<file path="src/rtl/ram_output_reader.sv">
// ram_output_reader: streams len RAM words from base_addr over valid/ready; define OUT_CHECKSUM_EN to add the chk XOR port
module ram_output_reader #(
    parameter int DATA_WIDTH = 8,
    parameter int ADDR_WIDTH = 4
) (
    input  logic                  clk,
    input  logic                  rst,
    input  logic                  start,
    input  logic [ADDR_WIDTH-1:0] base_addr,
    input  logic [ADDR_WIDTH:0]   len,
    output logic                  busy,
    output logic                  done,
    output logic [ADDR_WIDTH-1:0] ram_addr,
    input  logic [DATA_WIDTH-1:0] ram_q,
    output logic [DATA_WIDTH-1:0] out_data,
    output logic                  out_valid,
    input  logic                  out_ready,
    output logic                  out_last
`ifdef OUT_CHECKSUM_EN
    ,
    output logic [DATA_WIDTH-1:0] chk
`endif
);
    localparam logic [1:0] IDLE = 2'd0, RUN = 2'd1, DN = 2'd2;
    logic [1:0] state;
    logic [ADDR_WIDTH:0] iss_left, beats_left;
    logic rd_v, q_v;
    logic [DATA_WIDTH-1:0] mem [3];
    logic [1:0] wp, rp, cnt;
    logic push, pop, issue;
    logic [2:0] occ;
    assign push = q_v;
    assign out_valid = cnt != 2'd0;
    assign pop = out_valid & out_ready;
    assign out_data = mem[rp];
    assign out_last = out_valid && beats_left == 1;
    assign busy = state == RUN;
    assign done = state == DN;
    // FIFO slots plus in-flight reads; a same-cycle pop frees one slot early
    assign occ = {1'b0, cnt} + {2'b0, rd_v} + {2'b0, q_v};
    assign issue = state == RUN && iss_left != 0 && occ < (pop ? 3'd4 : 3'd3);
    always_ff @(posedge clk) begin
        if (rst) begin
            state <= IDLE;
            iss_left <= '0;
            beats_left <= '0;
            rd_v <= 1'b0;
            q_v <= 1'b0;
            ram_addr <= '0;
            wp <= 2'd0;
            rp <= 2'd0;
            cnt <= 2'd0;
            for (int i = 0; i < 3; i++) mem[i] <= '0;
`ifdef OUT_CHECKSUM_EN
            chk <= '0;
`endif
        end else begin
            q_v <= rd_v;
            rd_v <= issue;
            cnt <= cnt + {1'b0, push} - {1'b0, pop};
            if (push) begin
                mem[wp] <= ram_q;
                wp <= (wp == 2'd2) ? 2'd0 : wp + 2'd1;
            end
            if (pop) begin
                rp <= (rp == 2'd2) ? 2'd0 : rp + 2'd1;
                beats_left <= beats_left - 1'b1;
`ifdef OUT_CHECKSUM_EN
                chk <= chk ^ out_data;
`endif
            end
            if (issue) begin
                ram_addr <= ram_addr + 1'b1;
                iss_left <= iss_left - 1'b1;
            end
            if (state == IDLE && start) begin
`ifdef OUT_CHECKSUM_EN
                chk <= '0;
`endif
                if (len == 0) begin
                    state <= DN;
                end else begin
                    state <= RUN;
                    ram_addr <= base_addr;
                    rd_v <= 1'b1;
                    iss_left <= len - 1'b1;
                    beats_left <= len;
                end
            end else if (state == RUN && pop && beats_left == 1) begin
                state <= DN;
            end else if (state == DN) begin
                state <= IDLE;
            end
        end
    end
endmodule

</file>
<file path="config.mk">
export PLATFORM = sky130hd
export DESIGN_NAME = ram_output_reader
export DESIGN_NICKNAME = d
export VERILOG_FILES = /design/src/rtl/ram_output_reader.sv
export SDC_FILE = /design/constraint.sdc
export NUM_CORES = 1
export LEC_CHECK = 0
export ABC_CLOCK_PERIOD_IN_PS = 2900
export BUFFER_PORTS_ARGS = -buffer_cell sky130_fd_sc_hd__buf_2
export CAP_MARGIN = 10
export CORE_MARGIN = 2
export CORE_UTILIZATION = 54
export DETAILED_ROUTE_END_ITERATION = 8
export PLACE_DENSITY = 0.86
export REMOVE_ABC_BUFFERS = 1
export SLEW_MARGIN = 20
export SYNTH_ARGS = -nofsm -noshare
export SYNTH_HDL_FRONTEND = slang
export SYNTH_SLANG_ARGS = --single-unit
</file>
<file path="constraint.sdc">
create_clock -name clk -period 2.9 [get_ports clk]
set_input_delay 0.29 -clock clk [delete_from_list [all_inputs] [get_ports clk]]
set_output_delay 0.29 -clock clk [all_outputs]
set_load 0.05 [all_outputs]
</file>
## After elaboration in Yosys (flattened, before gate mapping)

Memories as Yosys holds them, arrays and structs flattened. A register that Yosys moved wholly into a read port is not among the register bits.
Cells that the tools add are included.

- Memories kept: 1
- Bits in read-only memories: 0
- Output and inout port bits: 16
- Latch bits: 0
- Bits in writable memories: 24
- Register bits: 24

Memory list:

| memory | words | width | rd ports | clocked after Yosys merged registers in | write ports | line | text |
|---|---|---|---|---|---|---|---|
| mem | 3 | 8 | 1 | 1 | 3 | 28 | `logic [DATA_WIDTH-1:0] mem [3];` |

- Shifts and indexed selects: 0
- $lt $le $gt $ge: 1
- Bitwise gates (word level): 1
- Multipliers: 0
- Div/mod/pow operators: 0
- Add/sub/neg operators: 10
- Reductions and logical operators: 12
- Eq/ne operators: 5
- Multiplexer cells: 28

Operators by type and width:

| kind | count |
|---|---|
| 2-to-1 mux 5 bit | 6 |
| 2-to-1 mux 2 bit | 9 |
| subtractor 5 x 1 -> 5 bit, second input constant | 3 |
| 2-to-1 mux 4 bit | 3 |
| 2-to-1 mux 1 bit | 8 |
| 2-to-1 mux 8 bit | 1 |
| OR reduction 8 bit | 1 |
| == test 2 bit, second input constant | 3 |
| logical AND 1 bit | 6 |
| == test 5 x 1 -> 1 bit, second input constant | 1 |
| logical NOT 5 bit | 1 |
| nonzero test 5 bit | 1 |
| adder 2 x 1 -> 2 bit, second input constant | 2 |
| adder 4 x 1 -> 4 bit, second input constant | 1 |
| adder 2 x 1 -> 3 bit | 1 |
| adder 3 x 1 -> 3 bit | 1 |
| less-than comparator 3 bit | 1 |
| 2-to-1 mux 3 bit | 1 |
| nonzero test 3 bit | 1 |
| adder 2 x 1 -> 2 bit | 1 |
| == test 2 x 1 -> 1 bit, second input constant | 1 |
| logical NOT 2 bit | 1 |
| nonzero test 2 bit | 1 |
| subtractor 2 x 1 -> 2 bit | 1 |
| bitwise AND 1 bit | 1 |

## Depth between registers and ports, before layout

Gate-level depths: netlist of run 1.

- Depth after elaboration: 8
- Gate-level depth with buffers: 8
- Gate-level depth less buffers: 8

## Worst setup path after synthesis of run 1

No wires, ideal clock.

- Kind: flip-flop to flip-flop
- Start point: register cnt[0]
- End point: register ram_addr[3]
- Stages on the path, launching flop included: 8
- Slack: 0.412 ns
- Data required time: 2.809 ns
- Setup time: 0.091 ns
- Clock period less this slack: 2.488 ns
- Arrival time: 2.397 ns
- Path buffers: 0
- Cell sequence: dfxtp_1 -> fa_1 -> ha_1 -> ha_1 -> a21oi_1 -> nand3_1 -> or4_1 -> a311oi_1

- Longest elaborated chain between the ends: 8
- Elaborated cells on any way between the ends: 10
- Those cells by class: 2 x add/sub; 1 x order compare; 4 x mux; 1 x bitwise; 2 x reduce/logical

Ends and longest elaborated chain:

| what | line | text |
|---|---|---|
| start: declaration | 29 | `logic [1:0] wp, rp, cnt;` |
| start signal: assignment | 60 | `cnt <= cnt + {1'b0, push} - {1'b0, pop};` |
| parallel branches: the longest is 3 deep, another holds adder 2 x 1 -> 3 bit | - |  |
| less-than comparator 3 bit (*) | 41 | `assign issue = state == RUN && iss_left != 0 && occ < (pop ? 3'd4 : 3'd3);` |
| logical AND 1 bit (*) | 41 |  |
| 2-to-1 mux 4 bit (*) | 72 | `if (issue) begin` |
| 2-to-1 mux 4 bit | 80 | `if (len == 0) begin` |
| 2-to-1 mux 4 bit (*) | 76 | `if (state == IDLE && start) begin` |
| end signal: assignment | 73 | `ram_addr <= ram_addr + 1'b1;` |
| end signal: assignment | 84 | `ram_addr <= base_addr;` |
| end: declaration | 13 | `output logic [ADDR_WIDTH-1:0] ram_addr,` |

Mark *: on every way between the ends.
A chain may end at the register's enable or synchronous reset.

## Final worst setup path of run 1

- Start point: register cnt[0]
- End point: register ram_addr[0]

Same word-level chain as after synthesis.

==> results.txt, run 1 <==
----------------------------------------------------
[Setup path]
  Capturing element type of the critical path ... register
  Slowest cell on crit path ... sky130_fd_sc_hd__or3_2
  FF-to-FF path depth ... 7
  Worst Path Required ... 3130 ps
  R2r setup slk ... 170 ps
  Worst reg2reg path endpoint ... ram_addr[0]
  Startpoint of the worst-slack reg-to-reg timing path ... cnt[0]
  Sequence of cells on the critical path ... fa_1 > ha_1 > ha_1 > a21oi_1 > nand3_1 > or3_2 > a311oi_1
  Critical path launch point type ... register
  Most frequent CP cell ... sky130_fd_sc_hd__ha_1
  Data arrival time at the worst-slack endpoint ... 2960 ps
  Kind of critical path ... reg -> reg
  Critical Path Max Stage Delay ... 470 ps
  Top fanout value on the critical path ... 8

[STA]
  Highest achievable clock rate ... 367 MHz
  Slew @ Worst Pin ... 757 ps
  Headroom to the max-slew limit ... 0.491
  Setup TNS ... 0 ps
  Final setup violation count ... 0
  RSZ-0062 raised after global routing ... no
  Worst setup skew after layout ... 7.39 ps
  Final critical path time including I/O delays and setup ... 2730 ps
  Hold_ws ... ~170 ps
  Final slew viol count ... 0
  Final number of hold-violating endpoints ... 0
  Final critical-path share of the clock period ... 0.941

[Synth]
  Area share of the largest cell type after synthesis ... 0.342
  Most numerous cell types in the synthesized netlist ... 32 x sky130_fd_sc_hd__edfxtp_1, 26 x sky130_fd_sc_hd__and2_1, 26 x sky130_fd_sc_hd__dfxtp_1
  Mean post-synth cell area ... between 10 and 15 um^2
  Count of flip-flops with a built-in enable after synthesis ... 32
  Post-synthesis instance area ... 2810 um^2
  Distinct cell type count after synthesis ... 48
  Gate count after technology mapping ... 242
  Post-synth ARST share ... 0
  Cell types with the largest area share after synthesis ... sky130_fd_sc_hd__edfxtp_1 34%, sky130_fd_sc_hd__dfxtp_1 19%, sky130_fd_sc_hd__mux4_2 6.4%, sky130_fd_sc_hd__and2_1 5.8%, sky130_fd_sc_hd__ha_1 4.9%
  Dominant synthesized flop cell ... sky130_fd_sc_hd__edfxtp_1
  Proportion of synthesized chip area in sequential cells ... 0.528
  Yosys warns ... 0
  Largest area contributor in the synthesized netlist ... sky130_fd_sc_hd__edfxtp_1
  Library cell with the highest instance count after synthesis ... sky130_fd_sc_hd__edfxtp_1
  Synthesized flop and latch total ... 58

[Finish]
  Area of the multi-input gates ... 1240 um^2
  Final design utilization ... 0.641
  Proportion of layout cells with a drive suffix above 1 ... 0.247
  Fill cell total of the finished layout ... 408
  Net count, final ... 316
  Seq. cell area ... 1480 um^2
  Layout area overhead ... 15.8%
  Final cell count without fillers ... approximately 360
  Final antenna diode count ... 0

[Floorplanning]
  Die W ... 76.1 um
  FP Rows ... 26
  Area of the die ... slightly below 6000 um^2
  Initial standard-cell utilization of the core ... 0.553
  Height of the chip ... 76.1 um
  Number of top-level pins ... 37
  Floorplan Core Area ... slightly above 5000 um^2

[Global routing]
  Wire length of the first global-routing pass ... 9220 um
  Initial antenna violation count ... 0
  Overall fraction of global-route tracks in use ... 0.209
  Largest net degree at the start of global routing ... 30
  Leftover overflow at the end of global routing ... 0
  Via count of the first global-routing pass ... ~2.0k

[Power]
  Static power due to leakage ... around 1.3 nW
  Power density cells ... 779 nW/um^2
  IR Drop Worst-Case VDD ... approximately 0.35 mV

[Worst hold path]
  Hold path startpoint ... ram_q[6]
  Depth of the worst hold-timing path ... 1
  Worst min-delay path endpoint ... mem[3][6]
  Class of the most critical hold timing path ... in -> reg

[Drt]
  Iteration-0 DRC Markers ... 156
  Drc violations ... 0
  Average routed wire per standard cell ... 16.1 um
  Number of nets with antenna violations after detailed routing ... 0
  Total via count after detailed routing ... 2028
  Total detailed-routing wirelength ... 5780 um
  Per-cell via count in the routed design ... 5.66
  1st-pass router iterations ... 4

[Placed design]
  Total half-perimeter wirelength after legalization and detailed placement ... 3840 um
  Cell total after placement ... between 300 and 400
  Input/output buffers ... 36
  Routability Congestion ... 0.873

[Status]
  Status ... completed

[Clock tree]
  CTS clock-pin slew for the worst setup and hold paths ... 60 ps
  Quantity of hold-fixing buffers added after cts ... 0
  H-tree level count ... 3
  Cts repair resizes ... 0
  Number of buffers created by CTS ... 9
  Number of setup buffers added after CTS ... 0
  Max clock buf depth ... 2
  Clock sinks ... 58
  Worst skew pair latency ... 340 ps
  Root buffer cell ... sky130_fd_sc_hd__clkbuf_8
  CTS tree ... built

[Flow run]
  # Max-Cap Violations ... 0

----------------------------------------------------
worst max path at each step:
stage / from / to / slack, ps / cells after the start
2_1_floorplan: cnt[0] / ram_addr[3] / 410 / 7
3_3_place_gp: cnt[0] / ram_addr[3] / 340 / 7
3_5_place_dp: cnt[0] / ram_addr[0] / 220 / 7
4_1_cts: cnt[0] / ram_addr[0] / 170 / 7
5_1_grt: cnt[0] / ram_addr[0] / 5 / 7
6_report: cnt[0] / ram_addr[0] / 170 / 7
layout make-up:
class | count | share of cell area
inverter | 13 | 0.0158
clock inverter | 7 | 0.0185
tap | 70 | 0.0269
clock buffer | 9 | 0.0381
multi-input combinational | 161 | 0.380
sequential | 58 | 0.456
timing repair buffer | 40 | 0.0647
where the power goes:
part / total [mW] / leakage [nW] / internal, mW / switching, mW
registers: 1.05 / 0.534 / 0.950 / 0.104
logic: 0.772 / 0.669 / 0.283 / 0.489
clock network: 0.705 / 0.0955 / 0.386 / 0.319
total: 2.53 / 1.30 / 1.62 / 0.912
sequential cells by signal, indices dropped and copies added, names as in the netlist, named ones only:
| name | count |
|---|---|
| mem | 32 |
| rd_v | 1 |
| beats_left | 5 |
| wp | 2 |
| push | 1 |
| cnt | 2 |
| iss_left | 5 |
| state | 2 |
| rp | 2 |
| ram_addr | 4 |
cells in the final DEF (no fill, tap or decap), types with 2 or more instances in the layout:
| cell | n |
|---|---|
| sky130_fd_sc_hd__mux4_2 | 8 |
| sky130_fd_sc_hd__nand2_1 | 10 |
| sky130_fd_sc_hd__nor4b_1 | 2 |
| sky130_fd_sc_hd__nand3_1 | 6 |
| sky130_fd_sc_hd__or2_2 | 4 |
| sky130_fd_sc_hd__nor3b_1 | 4 |
| sky130_fd_sc_hd__o211ai_1 | 3 |
| sky130_fd_sc_hd__a21oi_1 | 9 |
| sky130_fd_sc_hd__ha_1 | 11 |
| sky130_fd_sc_hd__edfxtp_1 | 32 |
| sky130_fd_sc_hd__and2_1 | 26 |
| sky130_fd_sc_hd__clkinv_1 | 3 |
| sky130_fd_sc_hd__or4_1 | 3 |
| sky130_fd_sc_hd__a311oi_1 | 7 |
| sky130_fd_sc_hd__a211oi_1 | 2 |
| sky130_fd_sc_hd__buf_4 | 4 |
| sky130_fd_sc_hd__clkinv_2 | 2 |
| sky130_fd_sc_hd__xnor2_1 | 4 |
| sky130_fd_sc_hd__buf_2 | 36 |
| sky130_fd_sc_hd__nor3_1 | 7 |
| sky130_fd_sc_hd__o31ai_1 | 2 |
| sky130_fd_sc_hd__clkbuf_8 | 9 |
| sky130_fd_sc_hd__nor2b_1 | 4 |
| sky130_fd_sc_hd__o21ai_0 | 8 |
| sky130_fd_sc_hd__inv_1 | 12 |
| sky130_fd_sc_hd__xor2_1 | 2 |
| sky130_fd_sc_hd__nor2_1 | 14 |
| sky130_fd_sc_hd__or3_1 | 2 |
| sky130_fd_sc_hd__and4_1 | 2 |
| sky130_fd_sc_hd__and3_1 | 3 |
| sky130_fd_sc_hd__dfxtp_1 | 26 |
routing by layer:
layer / routed length (um) / global-route usage / vias up
met5: 0 / 0 / -
met4: 138 / 0.100 / 0
met3: 227 / 0.0545 / 13
met2: 2880 / 0.352 / 50
met1: 2530 / 0.253 / 982
li1: - / - / 983
through the flow:
step / area, um^2 / power [mW] / setup slack [ps]
2_1_floorplan: 2760 / 1.64 / 412
3_3_place_gp: 3060 / 1.80 / 340
3_5_place_dp: 3060 / 1.83 / 222
4_1_cts: 3240 / 2.53 / 171
5_1_grt: 3250 / 2.65 / 4.58
6_report: 3250 / 2.53 / 172
critical path, delay by kind of cell, from the launching register on:
kind            cells  cell delay (ps)
fa+ha+maj           3              920
flops               1              380
compound gates      2              600
simple gates        2              730
logic make-up after synthesis:
| family | count (synthesis) | share of synthesized area |
|---|---|---|
| AND/OR/NAND/NOR | 94 | 0.193 |
| flip-flops | 58 | 0.528 |
| AO/OA/AOI/OAI | 41 | 0.106 |
| buffers and inverters | 23 | 0.0343 |
| adder cells (fa/ha/maj) | 12 | 0.0561 |
| multiplexers | 8 | 0.0642 |
| XOR/XNOR | 6 | 0.0187 |
No activity file was read; power rests on OpenSTA's default activity.
==> run 2: changes to the inputs <==
--- a/config.mk
+++ b/config.mk
@@ -8,10 +8,10 @@
 export ABC_CLOCK_PERIOD_IN_PS = 2900
 export BUFFER_PORTS_ARGS = -buffer_cell sky130_fd_sc_hd__buf_2
 export CAP_MARGIN = 10
-export CORE_MARGIN = 2
-export CORE_UTILIZATION = 54
+export CORE_MARGIN = 10
+export CORE_UTILIZATION = 57
 export DETAILED_ROUTE_END_ITERATION = 8
-export PLACE_DENSITY = 0.86
+export PLACE_DENSITY = 0.9
 export REMOVE_ABC_BUFFERS = 1
 export SLEW_MARGIN = 20
 export SYNTH_ARGS = -nofsm -noshare
==> results.txt, run 2 (same netlist as run 1, synthesis figures left out) <==
----------------------------------------------------
[Clock tree]
  Clock sinks ... 58 (unchanged)
  Number of buffers created by CTS ... 9 (unchanged)
  CTS clock-pin slew for the worst setup and hold paths ... 70 ps (about the same)
  Quantity of hold-fixing buffers added after cts ... 0 (unchanged)
  Worst skew pair latency ... 340 ps (about the same)
  H-tree level count ... 3 (unchanged)
  Max clock buf depth ... 2 (unchanged)
  CTS tree ... built
  Root buffer cell ... sky130_fd_sc_hd__clkbuf_8

[Drt]
  Length of routed met3 wiring ... 270 um (+19%)
  Average routed wire per standard cell ... 16.0 um (-0.73%)
  Met1 wire length ... 2490 um (-1.3%)
  1st-pass router iterations ... 4 (unchanged)
  Iteration-0 DRC Markers ... 155 (-0.64%)
  Total via count after detailed routing ... 2019 (-0.44%)
  Total detailed-routing wirelength ... 5650 um (-2.1%)
  Length of routed met2 wiring ... 2770 um (-4.0%)
  Number of nets with antenna violations after detailed routing ... 0 (unchanged)
  Drc violations ... 0 (unchanged)
  Top layer in use ... met4
  Per-cell via count in the routed design ... 5.72 (+0.97%)

[Floorplanning]
  Area of the die ... 8130 um^2 (+40%)
  Floorplan Core Area ... 4750 um^2 (-6.3%)
  Number of top-level pins ... 37 (unchanged)
  Height of the chip ... 90.2 um (+19%)
  Initial standard-cell utilization of the core ... 0.591 (+0.0373)
  FP Rows ... 25 (-3.8%)
  Die W ... 90.2 um (+19%)

[Power]
  Static power due to leakage ... 1.28 nW (-1.2%)
  IR Drop Worst-Case VDD ... 0.481 mV (+39%)
  Overall power after layout ... 2.53 mW (+0.10%)
  Power density cells ... 784 nW/um^2 (+0.68%)

[Global routing]
  Leftover overflow at the end of global routing ... 0 (unchanged)
  Overall fraction of global-route tracks in use ... 0.146 (-0.0635)
  Initial antenna violation count ... 0 (unchanged)
  Wire length of the first global-routing pass ... 9570 um (+3.8%)
  Largest net degree at the start of global routing ... 31 (+3.3%)
  Via count of the first global-routing pass ... 2028 (+2.7%)

[STA]
  Final slew viol count ... 0 (unchanged)
  Highest achievable clock rate ... 376 MHz (+2.6%)
  Final setup violation count ... 0 (unchanged)
  Final critical path time including I/O delays and setup ... 2660 ps (-69.1 ps)
  Final critical-path share of the clock period ... 0.917 (-0.0238)
  RSZ-0062 raised after global routing ... no
  Final number of hold-violating endpoints ... 0 (unchanged)
  Slew @ Worst Pin ... 827 ps (+70.5 ps)
  Setup TNS ... 0 ps (unchanged)
  Worst setup skew after layout ... 8.60 ps (+1.21 ps)
  Headroom to the max-slew limit ... 0.447 (-0.0440)

[Finish]
  Layout area overhead ... 15.1%
  Net count, final ... 314 (-0.63%)
  Proportion of layout cells with a drive suffix above 1 ... 0.245 (-0.00177)
  Register with the most flip-flops ... mem
  Leading cell types in the layout, fill and taps excluded ... 36 x sky130_fd_sc_hd__buf_2, 32 x sky130_fd_sc_hd__edfxtp_1, 26 x sky130_fd_sc_hd__and2_1, 26 x sky130_fd_sc_hd__dfxtp_1, 14 x sky130_fd_sc_hd__nor2_1
  Number of flip-flops in the largest register ... 32 (unchanged)
  Fill cell total of the finished layout ... 360 (-12%)
  Most common library cell in the layout ignoring fill and taps ... sky130_fd_sc_hd__buf_2
  Largest registers ... mem (32), beats_left (5), iss_left (5)
  Final antenna diode count ... 0 (unchanged)

[Setup path]
  Critical path launch point type ... register
  Worst Path Required ... 3150 ps (+20 ps)
  Data arrival time at the worst-slack endpoint ... 2910 ps (-50 ps)
  Capturing element type of the critical path ... register
  Critical Path Max Stage Delay ... 530 ps (+60 ps)
  Most frequent CP cell ... sky130_fd_sc_hd__ha_1
  Kind of critical path ... reg -> reg
  Top fanout value on the critical path ... 8 (unchanged)
  Slowest cell on crit path ... sky130_fd_sc_hd__or4_1
  Sequence of cells on the critical path ... fa_1 > ha_1 > ha_1 > a21oi_2 > nand3_1 > or4_1 > a311oi_1

[Placed design]
  Routability Congestion ... 0.822 (-5.9%)
  Total half-perimeter wirelength after legalization and detailed placement ... 4020 um (+4.7%)
  Input/output buffers ... 36 (unchanged)

[Status]
  Status ... completed

[Flow run]
  # Max-Cap Violations ... 0 (unchanged)

[Worst hold path]
  Class of the most critical hold timing path ... in -> reg

----------------------------------------------------
run 2: routing by layer:
layer / GRT usage / vias up
met2: 0.228 / 48
met3: 0.0574 / 14
li1: - / 979
met1: 0.173 / 978
met5: 0 / -
met4: 0.0676 / 0
run 2: metrics by stage:
step,std cells,hold WS [ps],instance area (um^2),setup slack [ps],util
final,353,151,3230,241,0.680
after global routing,353,140,3230,70.6,0.680
after CTS,353,133,3230,212,0.679
after detailed placement,337,478,3040,226,0.640
after global placement,337,470,3040,327,0.640
after floorplan,232,359,2760,412,-
run 2: worst paths after layout:
check,from,to,slack [ps],cells after the start
setup reg to reg,cnt[0],ram_addr[3],240,7
setup / recovery,cnt[0],ram_addr[3],240,7
hold reg to reg,state[1],state[1],490,2
hold / removal,ram_q[6],mem[3][6],150,1
run 2: final cells by class:
class | instances | area (um^2) | share of cell area
clock inverters | 5 | 55.1 | 0.0170
repair buffers | 38 | 195 | 0.0604
inverters | 13 | 51.3 | 0.0159
well taps | 67 | 83.8 | 0.0259
clock buffers | 11 | 131 | 0.0407
multi-input cells | 161 | 1230 | 0.382
flip-flops and latches | 58 | 1480 | 0.458
run 2: repair_timing:
action,in CTS,in global routing
setup endpoints to repair,0,1
buffers inserted,0,0
gates resized for setup,0,1
run 2: critical path, delay by kind of cell (launching register included):
family | cells | cell delay [ps]
compound gates | 2 | 480
fa+ha+maj | 3 | 930
flops | 1 | 380
simple gates | 2 | 770
run 2: power by group:
part | internal (mW) | switching (mW) | total (mW)
Clock | 0.394 | 0.317 | 0.710
Sequential | 0.950 | 0.102 | 1.05
Combinational | 0.280 | 0.491 | 0.771
Total | 1.62 | 0.909 | 2.53
==> run 3: changes to the inputs <==
--- a/config.mk
+++ b/config.mk
@@ -5,6 +5,7 @@
 export SDC_FILE = /design/constraint.sdc
 export NUM_CORES = 1
 export LEC_CHECK = 0
+export ABC_AREA = 1
 export ABC_CLOCK_PERIOD_IN_PS = 2900
 export BUFFER_PORTS_ARGS = -buffer_cell sky130_fd_sc_hd__buf_2
 export CAP_MARGIN = 10
@@ -13,7 +14,7 @@
 export DETAILED_ROUTE_END_ITERATION = 8
 export PLACE_DENSITY = 0.9
 export REMOVE_ABC_BUFFERS = 1
-export SLEW_MARGIN = 20
+export SETUP_SLACK_MARGIN = 0.4
 export SYNTH_ARGS = -nofsm -noshare
 export SYNTH_HDL_FRONTEND = slang
 export SYNTH_SLANG_ARGS = --single-unit
==> results.txt, run 3 <==
----------------------------------------------------
[Setup path]
  FF-to-FF path depth ... 11 (+4)
  Critical path launch point type ... register
  Worst Path Required ... 3170 ps (+20 ps)
  Top fanout value on the critical path ... 16 (+8)
  Kind of critical path ... reg -> reg
  Data arrival time at the worst-slack endpoint ... 2540 ps (-370 ps)
  Sequence of cells on the critical path ... fa_1 > ha_1 > ha_1 > nand2_1 > inv_1 > nand2_2 > nand3_4 > or2_0 > nand3_1 > nand2_1 > inv_1
  Capturing element type of the critical path ... register
  Startpoint of the worst-slack reg-to-reg timing path ... cnt[0]
  Critical Path Max Stage Delay ... 410 ps (-120 ps)
  R2r setup slk ... 640 ps (+400 ps)
  Worst setup path startpoint ... cnt[0]
  Slowest cell on crit path ... sky130_fd_sc_hd__fa_1
  Worst reg2reg path endpoint ... ram_addr[0]

[Clock tree]
  Root buffer cell ... sky130_fd_sc_hd__clkbuf_8
  Number of setup buffers added after CTS ... 0 (unchanged)
  Clock sinks ... 58 (unchanged)
  Worst skew pair latency ... 330 ps (about the same)
  Max clock buf depth ... 2 (unchanged)
  H-tree level count ... 3 (unchanged)
  CTS clock-pin slew for the worst setup and hold paths ... 70 ps (about the same)
  Number of buffers created by CTS ... 9 (unchanged)
  CTS tree ... built

[Finish]
  Number of flip-flops in the largest register ... 32 (unchanged)
  Final design utilization ... 0.688 (+0.00811)
  Layout area overhead ... 15.2%
  Leading cell types in the layout, fill and taps excluded ... 51 x sky130_fd_sc_hd__nor2_1, 50 x sky130_fd_sc_hd__nand2_1, 48 x sky130_fd_sc_hd__inv_1
  Most common library cell in the layout ignoring fill and taps ... sky130_fd_sc_hd__nor2_1
  Net count, final ... 399 (+27%)
  Proportion of layout cells with a drive suffix above 1 ... 0.178 (-0.0669)
  Final antenna diode count ... 0 (unchanged)
  Register with the most flip-flops ... mem
  Largest registers ... mem (32), beats_left (5), iss_left (5)

[Placed design]
  Routability Congestion ... 0.890 (+8.3%)
  Pre-CTS setup slack ... 615 ps (+389 ps)
  Input/output buffers ... 36 (unchanged)
  Total half-perimeter wirelength after legalization and detailed placement ... 4260 um (+5.9%)

[Flow run]
  # Max-Cap Violations ... 0 (unchanged)

[Status]
  Status ... completed

[Synth]
  Proportion of synthesized area in mux cells ... 0 (-0.0642)
  Yosys warns ... 0 (unchanged)
  Dominant synthesized flop cell ... sky130_fd_sc_hd__edfxtp_1
  Proportion of synthesized chip area in sequential cells ... 0.519 (-0.00901)
  Post-Synth Adder-Cell Area ... 0.0552 (-0.000959)
  Largest area contributor in the synthesized netlist ... sky130_fd_sc_hd__edfxtp_1
  Area share of and/or/nand/nor cells after synthesis ... 0.197 (+0.00415)
  Most numerous cell types in the synthesized netlist ... 51 x sky130_fd_sc_hd__nor2_1, 50 x sky130_fd_sc_hd__nand2_1, 48 x sky130_fd_sc_hd__inv_1
  Gate count after technology mapping ... 326 (+35%)
  Synthesized-area fraction occupied by ao, oa, aoi and oai cells ... 0.128 (+0.0218)
  Cell types with the largest area share after synthesis ... sky130_fd_sc_hd__edfxtp_1 34%, sky130_fd_sc_hd__dfxtp_1 18%, sky130_fd_sc_hd__nor2_1 6.7%, sky130_fd_sc_hd__nand2_1 6.6%, sky130_fd_sc_hd__inv_1 6.3%
  Post-synthesis instance area ... 2860 um^2 (+1.7%)
  Distinct cell type count after synthesis ... 36 (-25%)
  Synthesized flop and latch total ... 58 (unchanged)
  Xor/xnor cell area share of the yosys netlist ... 0.0184 (-0.000320)
  Count of flip-flops with a built-in enable after synthesis ... 32 (unchanged)
  Main combinational cell family by area after synthesis ... simple AND/OR/NAND/NOR gates
  Area share of the largest cell type after synthesis ... 0.336 (-0.00585)
  Library cell with the highest instance count after synthesis ... sky130_fd_sc_hd__nor2_1
  Mean post-synth cell area ... 8.76 um^2 (-24%)
  Post-synth ARST share ... 0 (unchanged)

[Floorplanning]
  Height of the chip ... 90.8 um (+0.67%)
  Floorplan Core Area ... 4790 um^2 (+0.66%)
  Die W ... 90.8 um (+0.67%)
  FP Rows ... 25 (unchanged)
  Initial standard-cell utilization of the core ... 0.597 (+0.00634)
  Area of the die ... 8240 um^2 (+1.3%)
  Number of top-level pins ... 37 (unchanged)

[Drt]
  Average routed wire per standard cell ... 13.6 um (-15%)
  Per-cell via count in the routed design ... 5.18 (-9.5%)
  Total via count after detailed routing ... 2267 (+12%)
  1st-pass router iterations ... 4 (unchanged)
  Drc violations ... 0 (unchanged)
  Number of nets with antenna violations after detailed routing ... 0 (unchanged)
  Total detailed-routing wirelength ... 5970 um (+5.6%)
  Iteration-0 DRC Markers ... 145 (-6.5%)

[Global routing]
  Met3 usage ... 0.0382 (-0.0191)
  GR Util met1 ... 0.173 (about the same)
  Overall fraction of global-route tracks in use ... 0.154 (+0.00767)
  Largest net degree at the start of global routing ... 22 (-29%)
  Initial antenna violation count ... 0 (unchanged)
  Leftover overflow at the end of global routing ... 0 (unchanged)
  Global-route layer with the greatest usage ... met2
  Wire length of the first global-routing pass ... 10500 um (+10%)
  Met2 track utilization from global routing ... 0.267 (+0.0398)
  Via count of the first global-routing pass ... 2322 (+14%)

[STA]
  Headroom to the max-slew limit ... 0.519 (+0.0715)
  Final number of hold-violating endpoints ... 0 (unchanged)
  Setup TNS ... 0 ps (unchanged)
  Final WS setup ... 638 ps (+397 ps)
  Worst setup skew after layout ... 5.88 ps (-2.71 ps)
  Hold_ws ... 144 ps (-7.47 ps)
  Slew @ Worst Pin ... 720 ps (-107 ps)
  Final slew viol count ... 0 (unchanged)
  Final critical-path share of the clock period ... 0.780 (-0.137)
  RSZ-0062 raised after global routing ... no
  Final critical path time including I/O delays and setup ... 2260 ps (-397 ps)
  Final setup violation count ... 0 (unchanged)
  Highest achievable clock rate ... 442 MHz (+18%)

[Worst hold path]
  Worst min-delay path endpoint ... mem[3][6]
  Hold path startpoint ... ram_q[6]
  Depth of the worst hold-timing path ... 1 (unchanged)
  Class of the most critical hold timing path ... in -> reg

[Power]
  IR Drop Worst-Case VDD ... 0.812 mV (+69%)
  Power density cells ... 878 nW/um^2 (+12%)
  Static power due to leakage ... 1.56 nW (+22%)

----------------------------------------------------
==> run 3: layout make-up <==
cell class	instances	area [um^2]
Sequential cell	58	1480
Clock buffer	10	128
Timing Repair Buffer	37	188
Multi-Input combinational cell	210	1140
Tap cell	67	83.8
Fill cell	386	1490
Clock inverter	6	81.3
Inverter	50	188
==> run 3: cell families (layout without fill, tap and decap cells) <==
group           count (synthesis)  after routing
simple gates                  131            131
compound gates                 61             61
flops                          58             58
buf+inv                        58            103
fa+ha+maj                      12             12
xor+xnor                        6              6
==> run 3: metal layers <==
metal | wire length (um) | vias to the layer above | share of wire
met5 | 0 | - | 0
met4 | 78 | 0 | 0.013
met3 | 302 | 8 | 0.051
met2 | 2980 | 52 | 0.50
met1 | 2610 | 1055 | 0.44
li1 | - | 1152 | -
==> run 3: power by group <==
group / internal, mW / switching [mW]
clock network: 0.478 / 0.309
logic: 0.300 / 0.739
registers: 0.959 / 0.105
==> run 3: worst max-delay path by stage <==
stage / to / slack [ps] / cells after the start
global route: ram_addr[0] / 460 / 11
detailed placement: ram_addr[0] / 620 / 9
finish: ram_addr[0] / 640 / 11
floorplan: ram_addr[0] / 820 / 9
global placement: ram_addr[0] / 730 / 9
CTS: ram_addr[0] / 590 / 9
==> run 3: metrics by stage <==
step,area (um^2),cells,power (mW)
floorplan,2810,318,1.86
global placement,3080,422,2.07
detailed placement,3080,422,2.11
CTS,3290,438,2.91
global route,3290,438,3.07
finish,3290,438,2.89
==> run 3: repair_timing <==
| action | CTS | global route |
|---|---|---|
| hold buffers | 0 | 0 |
| setup endpoints to repair | 0 | 1 |
| gates resized for setup | 0 | 1 |
==> run 3: worst max-delay path: cells and delay by family, from the launching register on <==
kind	cells	cell delay, ps
fa+ha+maj	3	980
buf+inv	2	90
flops	1	370
simple gates	6	750
